[src/rtl/pc_pkg.sv]
// ---------------------------------------------------------------------------
// pc_pkg
//   Shared definitions for the program-counter unit and its return-address
//   stack. It holds the default parameter constants and the next-PC select
//   enumeration. The enumeration is listed from highest to lowest priority.
// ---------------------------------------------------------------------------
package pc_pkg;

    localparam int          DEF_WIDTH     = 16;
    localparam int unsigned DEF_INC       = 1;
    localparam int unsigned DEF_RESET_VEC = 32'h0000_0000;
    localparam int unsigned DEF_EXC_VEC   = 32'h0000_0000;
    localparam int          DEF_RAS_DEPTH = 4;

    // Next-PC source, highest priority first.
    typedef enum logic [2:0] {
        SEL_EXC,
        SEL_HOLD,
        SEL_ERET,
        SEL_RET,
        SEL_JUMP,
        SEL_BR,
        SEL_SEQ
    } pc_sel_e;

endpackage : pc_pkg

[src/rtl/pc_ras.sv]
// ---------------------------------------------------------------------------
// pc_ras
//   Return-address stack built as a circular buffer. A push writes at the
//   write pointer and advances it. A pop steps the pointer back. The entry
//   count saturates at DEPTH. When the stack is full, a push therefore
//   overwrites the oldest entry while the newest entries stay reachable in
//   LIFO order.
//
// Ports
//   clk        : clock, rising edge
//   rst        : asynchronous active-high reset (pointer and count only)
//   push       : write push_data as the new top entry
//   pop        : discard the top entry (ignored when empty)
//   push_data  : [WIDTH] address to push
//   top        : [WIDTH] current top entry (don't-care when empty)
//   empty      : no entries held
//   full       : DEPTH entries held
//
// The caller never raises push and pop together. If that happens, push wins.
// ---------------------------------------------------------------------------
module pc_ras
    import pc_pkg::*;
#(
    parameter int WIDTH = DEF_WIDTH,
    parameter int DEPTH = DEF_RAS_DEPTH
) (
    input  logic             clk,
    input  logic             rst,
    input  logic             push,
    input  logic             pop,
    input  logic [WIDTH-1:0] push_data,
    output logic [WIDTH-1:0] top,
    output logic             empty,
    output logic             full
);

    localparam int PTR_W = $clog2(DEPTH);
    localparam int CNT_W = PTR_W + 1;
    localparam logic [CNT_W-1:0] CNT_MAX = CNT_W'(DEPTH);

    logic [WIDTH-1:0] entry_reg [DEPTH];
    logic [PTR_W-1:0] wr_ptr_reg;
    logic [PTR_W-1:0] top_ptr;
    logic [CNT_W-1:0] count_reg;

    // Entry storage is deliberately not reset. Contents only matter once
    // they have been written by a push.
    generate
        for (genvar gi = 0; gi < DEPTH; gi++) begin : g_entry
            always_ff @(posedge clk) begin
                if (push && (wr_ptr_reg == PTR_W'(gi))) begin
                    entry_reg[gi] <= push_data;
                end
            end
        end
    endgenerate

    // DEPTH is a power of two, so the pointer arithmetic wraps naturally.
    assign top_ptr = wr_ptr_reg - 1'b1;
    assign top     = entry_reg[top_ptr];

    always_ff @(posedge clk or posedge rst) begin
        if (rst) begin
            wr_ptr_reg <= '0;
            count_reg  <= '0;
        end else if (push) begin
            wr_ptr_reg <= wr_ptr_reg + 1'b1;
            if (count_reg != CNT_MAX) begin
                count_reg <= count_reg + 1'b1;
            end
        end else if (pop && (count_reg != '0)) begin
            wr_ptr_reg <= wr_ptr_reg - 1'b1;
            count_reg  <= count_reg - 1'b1;
        end
    end

    assign empty = (count_reg == '0);
    assign full  = (count_reg == CNT_MAX);

endmodule : pc_ras

[src/rtl/pc_unit.sv]
// ---------------------------------------------------------------------------
// pc_unit
//   Program-counter unit. It selects the next PC from exceptions, stalls,
//   exception return, subroutine return, jumps/calls, branches and the
//   sequential increment. It keeps a saved exception PC (epc) and a
//   return-address stack.
//
// Ports
//   clk            : clock, rising edge
//   rst            : asynchronous active-high reset
//   stall          : hold pc, epc and stack (an exception still acts)
//   branch_taken   : redirect to branch_target
//   branch_target  : [WIDTH] branch destination
//   jump           : redirect to jump_target
//   call           : with jump, also push pc+INC
//   jump_target    : [WIDTH] jump/call destination
//   ret            : pop the stack top into pc
//   exc_req        : take the exception, saving pc into epc
//   eret           : return to epc
//   pc             : [WIDTH] current program counter (registered)
//   epc            : [WIDTH] saved exception PC
//   ras_empty      : stack empty
//   ras_full       : stack full
//   ras_err        : one-cycle pulse after a ret on an empty stack
//
// Only one request acts per cycle. Lower-priority requests, including a call
// push, have no side effects.
// ---------------------------------------------------------------------------
module pc_unit
    import pc_pkg::*;
#(
    parameter int                 WIDTH     = DEF_WIDTH,
    parameter int unsigned        INC       = DEF_INC,
    parameter logic [WIDTH-1:0]   RESET_VEC = WIDTH'(DEF_RESET_VEC),
    parameter logic [WIDTH-1:0]   EXC_VEC   = WIDTH'(DEF_EXC_VEC),
    parameter int                 RAS_DEPTH = DEF_RAS_DEPTH
) (
    input  logic             clk,
    input  logic             rst,
    input  logic             stall,
    input  logic             branch_taken,
    input  logic [WIDTH-1:0] branch_target,
    input  logic             jump,
    input  logic             call,
    input  logic [WIDTH-1:0] jump_target,
    input  logic             ret,
    input  logic             exc_req,
    input  logic             eret,
    output logic [WIDTH-1:0] pc,
    output logic [WIDTH-1:0] epc,
    output logic             ras_empty,
    output logic             ras_full,
    output logic             ras_err
);

    pc_sel_e          sel;
    logic [WIDTH-1:0] pc_reg;
    logic [WIDTH-1:0] pc_next;
    logic [WIDTH-1:0] epc_reg;
    logic [WIDTH-1:0] epc_next;
    logic             ras_err_reg;
    logic             ras_err_next;
    logic [WIDTH-1:0] seq_pc;
    logic [WIDTH-1:0] ras_top;
    logic             ras_push;
    logic             ras_pop;

    // Modulo-2^WIDTH increment. Wrap-around is silent.
    assign seq_pc = pc_reg + WIDTH'(INC);

    // Priority select. Exceptions win even over a stall.
    always_comb begin
        sel = SEL_SEQ;
        if (exc_req) begin
            sel = SEL_EXC;
        end else if (stall) begin
            sel = SEL_HOLD;
        end else if (eret) begin
            sel = SEL_ERET;
        end else if (ret) begin
            sel = SEL_RET;
        end else if (jump) begin
            sel = SEL_JUMP;
        end else if (branch_taken) begin
            sel = SEL_BR;
        end
    end

    always_comb begin
        pc_next      = pc_reg;
        epc_next     = epc_reg;
        ras_err_next = 1'b0;
        ras_push     = 1'b0;
        ras_pop      = 1'b0;
        case (sel)
            SEL_EXC: begin
                pc_next  = EXC_VEC;
                epc_next = pc_reg;
            end
            SEL_HOLD: begin
                pc_next = pc_reg;
            end
            SEL_ERET: begin
                pc_next = epc_reg;
            end
            SEL_RET: begin
                // A return with nothing to return to is treated as a fault.
                // The unit traps to the handler and records where it happened.
                if (ras_empty) begin
                    pc_next      = EXC_VEC;
                    epc_next     = pc_reg;
                    ras_err_next = 1'b1;
                end else begin
                    pc_next = ras_top;
                    ras_pop = 1'b1;
                end
            end
            SEL_JUMP: begin
                pc_next  = jump_target;
                ras_push = call;
            end
            SEL_BR: begin
                pc_next = branch_target;
            end
            default: begin
                pc_next = seq_pc;
            end
        endcase
    end

    always_ff @(posedge clk or posedge rst) begin
        if (rst) begin
            pc_reg      <= RESET_VEC;
            epc_reg     <= RESET_VEC;
            ras_err_reg <= 1'b0;
        end else begin
            pc_reg      <= pc_next;
            epc_reg     <= epc_next;
            ras_err_reg <= ras_err_next;
        end
    end

    // The return address is the sequential successor of the calling PC.
    pc_ras #(
        .WIDTH (WIDTH),
        .DEPTH (RAS_DEPTH)
    ) u_ras (
        .clk       (clk),
        .rst       (rst),
        .push      (ras_push),
        .pop       (ras_pop),
        .push_data (seq_pc),
        .top       (ras_top),
        .empty     (ras_empty),
        .full      (ras_full)
    );

    assign pc      = pc_reg;
    assign epc     = epc_reg;
    assign ras_err = ras_err_reg;

endmodule : pc_unit

[config.mk]
export PLATFORM = sky130hd
export DESIGN_NAME = pc_unit
export DESIGN_NICKNAME = d
export VERILOG_FILES = /design/src/rtl/pc_pkg.sv /design/src/rtl/pc_ras.sv /design/src/rtl/pc_unit.sv
export SDC_FILE = /design/constraint.sdc
export NUM_CORES = 1
export LEC_CHECK = 0
export ABC_AREA = 1
export CAP_MARGIN = 20
export CORE_MARGIN = 4
export CORE_UTILIZATION = 58
export CTS_BUF_LIST = sky130_fd_sc_hd__clkbuf_16
export CTS_CLUSTER_DIAMETER = 50
export DETAILED_ROUTE_END_ITERATION = 8
export GPL_ROUTABILITY_DRIVEN = 0
export PLACE_DENSITY_LB_ADDON = 0.15
export SYNTH_ARGS = -nofsm -noshare
export SYNTH_HDL_FRONTEND = slang
export SYNTH_SLANG_ARGS = --single-unit
[constraint.sdc]
create_clock -name clk -period 3.55 [get_ports clk]
set_input_delay 0.5325 -clock clk [delete_from_list [all_inputs] [get_ports clk]]
set_output_delay 0.5325 -clock clk [all_outputs]
set_load 0.01 [all_outputs]
# --- Word level (Yosys, flattened, before mapping) ---
# Memory sizes are Yosys's and may differ from the RTL's.
# Index checks and enable logic that the tools add are counted.
classes:
  n_addsub: 5
  n_eq_ne: 12
  n_mux: 37
  n_reduce_logical: 16
ops:
  columns: ["operator", "count"]
  rows:
  - ["16-bit one-hot mux with 6 select lines", 1]
  - ["16-bit two-way mux", 5]
  - ["16-bit OR reduction", 3]
  - ["16-bit one-hot mux with 2 select lines", 1]
  - ["3-bit two-way mux", 7]
  - ["16-bit by 1-bit adder with 16-bit output (second input constant)", 1]
  - ["1-bit two-way mux", 16]
  - ["2-bit two-way mux", 7]
  - ["3-bit equality test (second input constant)", 3]
  - ["3-bit by 2-bit equality test with 1-bit output (second input constant)", 2]
  - ["3-bit logical NOT", 2]
  - ["1-bit logical AND", 5]
  - ["2-bit equality test (second input constant)", 2]
  - ["2-bit inequality test (second input constant)", 2]
  - ["2-bit AND reduction", 2]
  - ["2-bit nonzero test", 2]
  - ["3-bit by 1-bit adder with 3-bit output (second input constant)", 1]
  - ["3-bit by 1-bit equality test with 1-bit output (second input constant)", 1]
  - ["3-bit inequality test (second input constant)", 1]
  - ["3-bit nonzero test", 1]
  - ["3-bit by 1-bit subtractor with 3-bit output (second input constant)", 1]
  - ["2-bit by 1-bit adder with 2-bit output (second input constant)", 1]
  - ["2-bit by 1-bit equality test with 1-bit output (second input constant)", 1]
  - ["2-bit logical NOT", 1]
  - ["2-bit by 1-bit subtractor with 2-bit output (second input constant)", 1]
totals:
  reg_bits: 38
  mem_bits_rw: 64
  input_bits: 41
  out_inout_bits: 35
  elab_cells: 76
  n_memories: 1
memory_table:
  columns: ["memory", "depth", "word_bits", "read_ports", "rd_ports_with_merged_regs", "write_ports", "line_no", "rtl"]
  rows:
  - ["u_ras.entry_reg", 4, 16, 1, 0, 1, "pc_ras.sv:41", "logic [WIDTH-1:0] entry_reg [DEPTH];"]

# --- Depth between registers and ports, before layout ---
# Gate-level depths: netlist (run 1).
logic_depth:
  word_depth: 15
  depth_mapped: 17
  mapped_depth_nobuf: 17

# --- Hierarchy ---
# A second synthesis (run 1) with hierarchy kept.
hier_totals:
  cells_unflattened: 562
  area_unflattened_um2: 5208.7
by_module_without_submodules:
  columns: ["module", "n_inst", "cells_per_inst", "area_each_um2", "seq_area_each_um2"]
  rows:
  - ["pc_ras", 1, 210, 2736.4, 2047.0]
  - ["pc_unit", 1, 352, 2472.4, 825.8]

# --- Worst setup path after synthesis (run 1) ---
# No wires, ideal clock.
synth_timing:
  kind: "input port to flip-flop"
  start: "in stall"
  end: "mem u_ras.entry_reg[0][0] in the netlist's numbering, enable pin"
  setup_time_ns: 0.389
  arrival_time_ns: 1.871
  required_time_ns: 3.161
  setup_slack_ns: 1.290
  cell_stages: 6
  path_buffers: 1
  cell_sequence: "inv_1 -> nand3_2 -> nor2_4 -> nand3_4 -> buf_6 -> nor2_1"
synth_via:
  elab_chain_len: 11
  word_cells_on_any_way: 25
  cone_classes: "1 x eq/ne; 17 x mux; 7 x reduce/logical"
synth_rtl:
  columns: ["element", "line_no", "rtl"]
  rows:
  - ["from (decl)", "pc_unit.sv:40", "input logic stall,"]
  - ["3-bit two-way mux *", "pc_unit.sv:76", "end else if (stall) begin"]
  - ["3-bit two-way mux *", "pc_unit.sv:74", "if (exc_req) begin"]
  - ["3-bit equality test *", "pc_unit.sv:95", "case (sel)"]
  - ["1-bit two-way mux *", "pc_unit.sv:95", null]
  - ["1-bit logical AND", "pc_ras.sv:51", "if (push && (wr_ptr_reg == PTR_W'(gi))) begin"]
  - ["1-bit two-way mux", "pc_ras.sv:51", null]
  - ["1-bit two-way mux (implied by the code)", "pc_ras.sv:52", "entry_reg[gi] <= push_data;"]
  - ["16-bit OR reduction (no line)", null, null]
  - ["2-bit two-way mux (no line) / 1-bit two-way mux (equally long branches) (3 in series)", null, null]
  - ["to (decl)", "pc_ras.sv:41", null]
# Mark *: on every way between the ends. The rest lies on a longest branch, timed or not.

# --- Final worst setup path (run 1) ---
layout_timing:
  start: "reg u_ras.count_reg[2]"
  end: "out ras_empty"
layout_via:
  elab_chain_len: 1
layout_rtl:
  columns: ["element", "line_no", "rtl"]
  rows:
  - ["from (decl)", "pc_ras.sv:44", "logic [CNT_W-1:0] count_reg;"]
  - ["from (signal assigned)", "pc_ras.sv:69", "count_reg <= count_reg + 1'b1;"]
  - ["from (signal assigned)", "pc_ras.sv:73", "count_reg <= count_reg - 1'b1;"]
  - ["3-bit logical NOT", "pc_ras.sv:77", "assign empty = (count_reg == '0);"]
  - ["to (decl)", "pc_unit.sv:51", "output logic ras_empty,"]
# Every way passes these cells.

==> flow_summary_export.csv, run 1 <==
group,metric,value,unit
cells_and_area,largest_reg_flops,64,
synth,synth_top_family_by_area,"simple AND/OR/NAND/NOR gates",
synth,synthSimpleGateAreaFrac,19.5,%
critical_path,cp_max_fo,4,
grt,grt_pass1_wl,19.2,mm
power,switchingPower,1.35,mW
power,internal_power,2.36,mW
cells_and_area,layout-drive-gt1-share,7.99,%
critical_path,slowest_stage,"clkdlybuf4s50_1",
cells_and_area,nets,655,
power,combPwrFrac,33.2,%
critical_path,start_kind,"flip-flop",
grt,grt_pass1_vias,3858,
grt,grt_max_degree,36,
routing,routed-via-count,3988,
sta,fin_crit,2.26,ns
clock_tree,clock-sinks,102,
placement,numPortBuffers,75,
synth,synthAdderAreaFrac,1.51,%
synth,synth_nets,578,
synth,syn_inst,531,
hold_path,hp-class,"input port to asynchronous set/reset pin",
power,clkPwrFrac,26.8,%
power,p_per_area,607,nW/µm²
sta,skew,0.0117,ns
critical_path,r2r_setup_slack,1.43,ns
sta,drv_slew,0,
critical_path,end_kind,"output port",
clock_tree,cts_made_buffers,9,
routing,wl,11.9,mm
cells_and_area,fillers,576,
floorplan,io_pins,76,
routing,drc,0,
routing,drt_iter0_drc,273,
clock_tree,cts_tree,"done",
synth,ys_warn_count,0,
status,status,"finished, final reports clean",
clock_tree,htreeDepth,3,
clock_tree,clk_pin_slew,0.08,ns
cells_and_area,postLayoutCoreUtil,74.1,%
power,leakage,2.47,nW
floorplan,placeableCoreArea,8260,µm²
job,drv_cap,0,
synth,synth-compound-area-share,11.5,%
sta,setup_tns,0,ns
synth,synth_xor_area_share,2.29,%
critical_path,arrival,1.73,ns
routing,viasPerCell,5.55,
sta,rsz0062_at_grt,"false",
critical_path,path_class,"flip-flop to output port",
floorplan,initial_core_util,60.1,%
grt,grt.total_usage,24.9,%
sta,tightest_slew,0.587,ns
critical_path,crit_family,"buffers and inverters",
routing,ant_nets,0,
sta,max_clock_freq,442,MHz
critical_path,crit_start,"u_ras.count_reg[2]$_DFFE_PP0P_",
critical_path,crit_buf_inv,3,
placement,hpwl,8.19,mm
clock_tree,cts_root_buffer,"clkbuf_16",
routing,wire_per_inst,16.6,µm
clock_tree,cts_hold_buffers,0,
critical_path,worstPathCellList,"inv_1 > nand3_2 > inv_2 > clkdlybuf4s50_1",
cells_and_area,ff_latch_area,2870,µm²
power,vdd_drop_max,0.317,mV
sta,post-route-period-util,63.7,%
cells_and_area,synthToLayoutAreaGrowth,23.3,%
floorplan,die-width,101,µm
sta,finalSetupViolations,0,
grt,overflow,0,
sta,maxSlewHeadroom,60.6,%
floorplan,dieArea,10100,µm²
synth,ys_types,31,
routing,drt_first_pass_iters,6,
critical_path,r2r-start,"u_ras.wr_ptr_reg[1]$_DFFE_PP0P_",
synth,muxShareOfSynthArea,0,%
synth,synth-seq-cells,102,
power,seqPwrFrac,40.1,%
cells_and_area,antenna_cells,0,
sta,hold_violations,0,
floorplan,die_y,101,µm
critical_path,required,3.02,ns
floorplan,rows,33,
clock_tree,clkLatencyLatePin,0.35,ns
clock_tree,cts_buffer_depth,2,
clock_tree,cts_setup_buffers,0,
cells_and_area,multi_input_area,1720,µm²
synth,syn_area,4960,µm²
clock_tree,postCtsResizedCells,0,
critical_path,rr_endpoint,"pc[1]$_DFFE_PP0P_",
synth,syn_area_per_cell,9.35,µm²
critical_path,slowest_delay,0.55,ns
power,swShare,36.4,%
grt,antenna_found_initial,0,
critical_path,r2r_cells,8,
synth,yosysSeqAreaShare,57.9,%
area by class of cell:
| type | instances | area share [%] |
|---|---|---|
| sequential | 102 | 46.9 |
| multi-input combinational | 343 | 28.2 |
| clock buffer | 9 | 3.68 |
| timing repair buffer | 85 | 13.5 |
| tap | 105 | 2.15 |
| clock inverter | 7 | 1.49 |
| inverter | 67 | 4.11 |
synth_stat cells (all sizes together):
| cell type | count | share of area, % |
|---|---|---|
| a21oi | 20 | 2.0 |
| a22oi | 3 | 0.45 |
| buf | 13 | 1.9 |
| clkbuf | 6 | 0.45 |
| clkinv | 1 | 0.076 |
| dfrtp | 38 | 19 |
| edfxtp | 64 | 39 |
| ha | 6 | 1.5 |
| inv | 66 | 5.0 |
| nand2 | 122 | 9.7 |
| nand3 | 21 | 2.7 |
| nand3b | 2 | 0.30 |
| nand4 | 8 | 1.0 |
| nor2 | 59 | 5.4 |
| nor3 | 4 | 0.40 |
| o21ai | 71 | 7.2 |
| o22ai | 14 | 1.8 |
| xnor2 | 2 | 0.35 |
| xor2 | 11 | 1.9 |
layer usage:
| layer | up-vias | wire [µm] | GRT usage [%] |
|---|---|---|---|
| met1 | 1876 | 5250 | 35.8 |
| met4 | 0 | 116 | 7.05 |
| li1 | 1919 | - | - |
| met2 | 182 | 5490 | 38.1 |
| met3 | 11 | 1050 | 6.23 |
| met5 | - | 0 | 0 |
worst reg2reg max path: stages (launching register included):
cell and delay, ns:
dfrtp_1 0.41, inv_1 0.11, ha_1 0.25, inv_1 0.42, a21oi_1 0.07, o21ai_0 0.37, o21ai_0 0.15, a21oi_1 0.14
nand3_1 0.09
worst max-delay path by stage:
stage | endpoint | cells past startpoint
after floorplan | u_ras.entry_reg[0][0]$_DFFE_PP_ | 6
after global routing | ras_empty | 4
after CTS | ras_empty | 4
final | ras_empty | 4
after detailed placement | u_ras.count_reg[2]$_DFFE_PP0P_ | 14
after global placement | u_ras.count_reg[2]$_DFFE_PP0P_ | 14
per-stage QoR:
stage	worst slack, ns	area (µm²)	hold WS (ns)	std cells	power [mW]
after global routing	1.22	6120	0.502	718	3.96
after floorplan	1.29	4960	0.493	531	2.26
final	1.29	6120	0.476	718	3.72
after CTS	1.29	6120	0.481	718	3.73
after global placement	1.16	5810	0.534	702	2.69
after detailed placement	1.09	5810	0.548	702	2.74
kinds of logic after synthesis:
group	Yosys count
compound gates	108
xor+xnor	13
fa+ha+maj	6
buf+inv	86
flops	102
simple gates	216
power groups by stage:
| stage | clock, mW | combinational (mW) | sequential, mW |
|---|---|---|---|
| floorplan | 0 | 0.739 | 1.53 |
| global placement | 0 | 1.19 | 1.51 |
| detailed placement | 0 | 1.23 | 1.51 |
| CTS | 1.01 | 1.24 | 1.49 |
| global route | 1.07 | 1.39 | 1.50 |
| finish | 0.995 | 1.23 | 1.49 |
cells in the final DEF, fill, tap and decap left out, drive strengths merged, types with 9 or more instances in the layout:
cell           instances
nand2                122
clkdlybuf4s50         75
o21ai                 71
inv                   68
edfxtp                64
nor2                  59
dfrtp                 38
nand3                 21
a21oi                 20
o22ai                 14
xor2                  11
buf                   10
clkbuf                 9
No activity file was read; power rests on OpenSTA's default activity.
==> inputs of run 2 (changes only) <==
--- a/config.mk
+++ b/config.mk
@@ -8,7 +8,7 @@
 export ABC_AREA = 1
 export CAP_MARGIN = 20
 export CORE_MARGIN = 4
-export CORE_UTILIZATION = 58
+export CORE_UTILIZATION = 54
 export CTS_BUF_LIST = sky130_fd_sc_hd__clkbuf_16
 export CTS_CLUSTER_DIAMETER = 50
 export DETAILED_ROUTE_END_ITERATION = 8
==> constraint.sdc (replaced) <==
create_clock -name clk -period 2.2 [get_ports clk]
set_input_delay 0.33 -clock clk [delete_from_list [all_inputs] [get_ports clk]]
set_output_delay 0.33 -clock clk [all_outputs]
set_load 0.01 [all_outputs]
==> flow_summary_export.csv, run 2 (synthesis gave the netlist of run 1 again) <==
group,metric,value,unit
cells_and_area,fillers,691,
critical_path,start_kind,"flip-flop",
cells_and_area,nets,665,
clock_tree,clkLatencyLatePin,0.35,ns
grt,grt_pass1_vias,3914,
critical_path,r2r-start,"pc[0]$_DFFE_PP0P_",
power,p_per_area,974,nW/µm²
sta,drv_slew,0,
critical_path,crit_family,"buffers and inverters",
floorplan,placeableCoreArea,8850,µm²
placement,placed_cells,715,
routing,drt_iter0_drc,319,
sta,fin_crit,2.08,ns
hold_path,hp-class,"input port to asynchronous set/reset pin",
floorplan,rows,34,
sta,max_clock_freq,480,MHz
routing,wire_per_inst,17.3,µm
critical_path,slowest_stage,"clkdlybuf4s50_1",
clock_tree,cts_buffer_depth,2,
critical_path,path_class,"flip-flop to output port",
critical_path,slowest_delay,0.55,ns
job,drv_cap,0,
floorplan,die_y,104,µm
floorplan,die-width,104,µm
grt,grt_pass1_wl,20.5,mm
status,status,"finished, final reports clean",
floorplan,io_pins,76,
critical_path,crit_start,"u_ras.count_reg[2]$_DFFE_PP0P_",
grt,antenna_found_initial,0,
clock_tree,cts_hold_buffers,0,
clock_tree,htreeDepth,3,
cells_and_area,synthToLayoutAreaGrowth,25.2,%
power,leakage,2.52,nW
floorplan,initial_core_util,56.1,%
sta,hold_violations,0,
grt,overflow,0,
routing,ant_nets,0,
sta,post-route-period-util,94.6,%
cells_and_area,postLayoutCoreUtil,70.2,%
sta,skew,0.00828,ns
routing,drt_first_pass_iters,5,
power,power.total,6.05,mW
power,vdd_drop_max,0.523,mV
clock_tree,clock-sinks,102,
clock_tree,cts_setup_buffers,0,
sta,tightest_slew,0.525,ns
clock_tree,clk_pin_slew,0.08,ns
placement,dpl_cell_area,5920,µm²
cells_and_area,largest_reg_flops,64,
placement,numPortBuffers,75,
clock_tree,cts_tree,"done",
critical_path,arrival,1.75,ns
cells_and_area,final_common_cell,"nand2_1",
clock_tree,postCtsResizedCells,0,
clock_tree,cts_root_buffer,"clkbuf_16",
clock_tree,cts_made_buffers,9,
cells_and_area,instances_no_fill,731,
routing,viasPerCell,5.56,
grt,grt_max_degree,39,
critical_path,cp_max_fo,4,
sta,rsz0062_at_grt,"false",
cells_and_area,antenna_cells,0,
cells_and_area,layout-drive-gt1-share,9.47,%
routing,routed-via-count,4063,
cells_and_area,final_cell_mix,"nand2_1 (117), clkdlybuf4s50_1 (75), edfxtp_1 (64)",
cells_and_area,fin_area,6210,µm²
sta,maxSlewHeadroom,64.7,%
sta,setup_tns,0,ns
routing,wl,12.7,mm
placement,hpwl,8.89,mm
critical_path,end_kind,"output port",
grt,grt.total_usage,23.8,%
critical_path,required,1.87,ns
critical_path,worstPathCellList,"inv_1 > nand3_2 > inv_2 > clkdlybuf4s50_1",
routing,drc,0,
floorplan,dieArea,10800,µm²
sta,finalSetupViolations,0,
critical_path,crit_buf_inv,3,
==> run 2: cell count changes in the layout (fill, tap and decap cells not counted), sizes merged <==
cell	change
buf	+10
clkinv	-4
inv	+2
clkinvlp	+2
==> run 2: layer usage <==
layer  vias to the layer above  routed length [µm]  track usage, %
met3                        15                1190            3.91
met2                       189                5800            37.3
met1                      1919                5570            34.8
li1                       1940                   -               -
met5                         -                   0               0
met4                         0                 124            5.89
==> run 2: area by class of cell <==
cell class | instances | area [µm²] | area share, %
Sequential cell | 102 | 2870 | 46.2
Multi-Input combinational cell | 343 | 1720 | 27.7
Timing Repair Buffer | 95 | 938 | 15.1
Inverter | 67 | 251 | 4.05
Clock buffer | 9 | 225 | 3.62
Tap cell | 108 | 135 | 2.17
Clock inverter | 7 | 66.3 | 1.07
==> run 2: power by group <==
part	leakage, nW	switching (mW)	total, mW	internal [mW]
registers	1.10	0.156	2.40	2.25
clock network	0.138	0.763	1.56	0.798
logic	1.28	1.30	2.09	0.786
==> run 2: tightest hold or removal path, stage by stage <==
cell	delay (ns)
clkdlybuf4s50_1	0.39
inv_1	0.05
buf_4	0.43
==> run 2: per-stage QoR <==
stage	hold WS (ns)	setup WS, ns
after floorplan	0.456	0.143
after global placement	0.543	0.0876
after detailed placement	0.547	-0.0132
after CTS	0.429	0.112
after global routing	0.470	0.0278
final	0.405	0.118
==> run 2: path summary, 6_finish.rpt <==
kind                                                          to  slack [ns]  depth (start not counted)
worst max-delay path                                   ras_empty        0.12                          4
worst min-delay path                         epc[13]$_DFFE_PP0P_        0.41                          3
worst max register to register  u_ras.entry_reg[2][10]$_DFFE_PP_        0.18                          7
worst min register to register               epc[14]$_DFFE_PP0P_        0.56                          2
max in group asynchronous                     epc[2]$_DFFE_PP0P_        1.44                          3
min in group clk                               pc[4]$_DFFE_PP0P_        0.54                          3
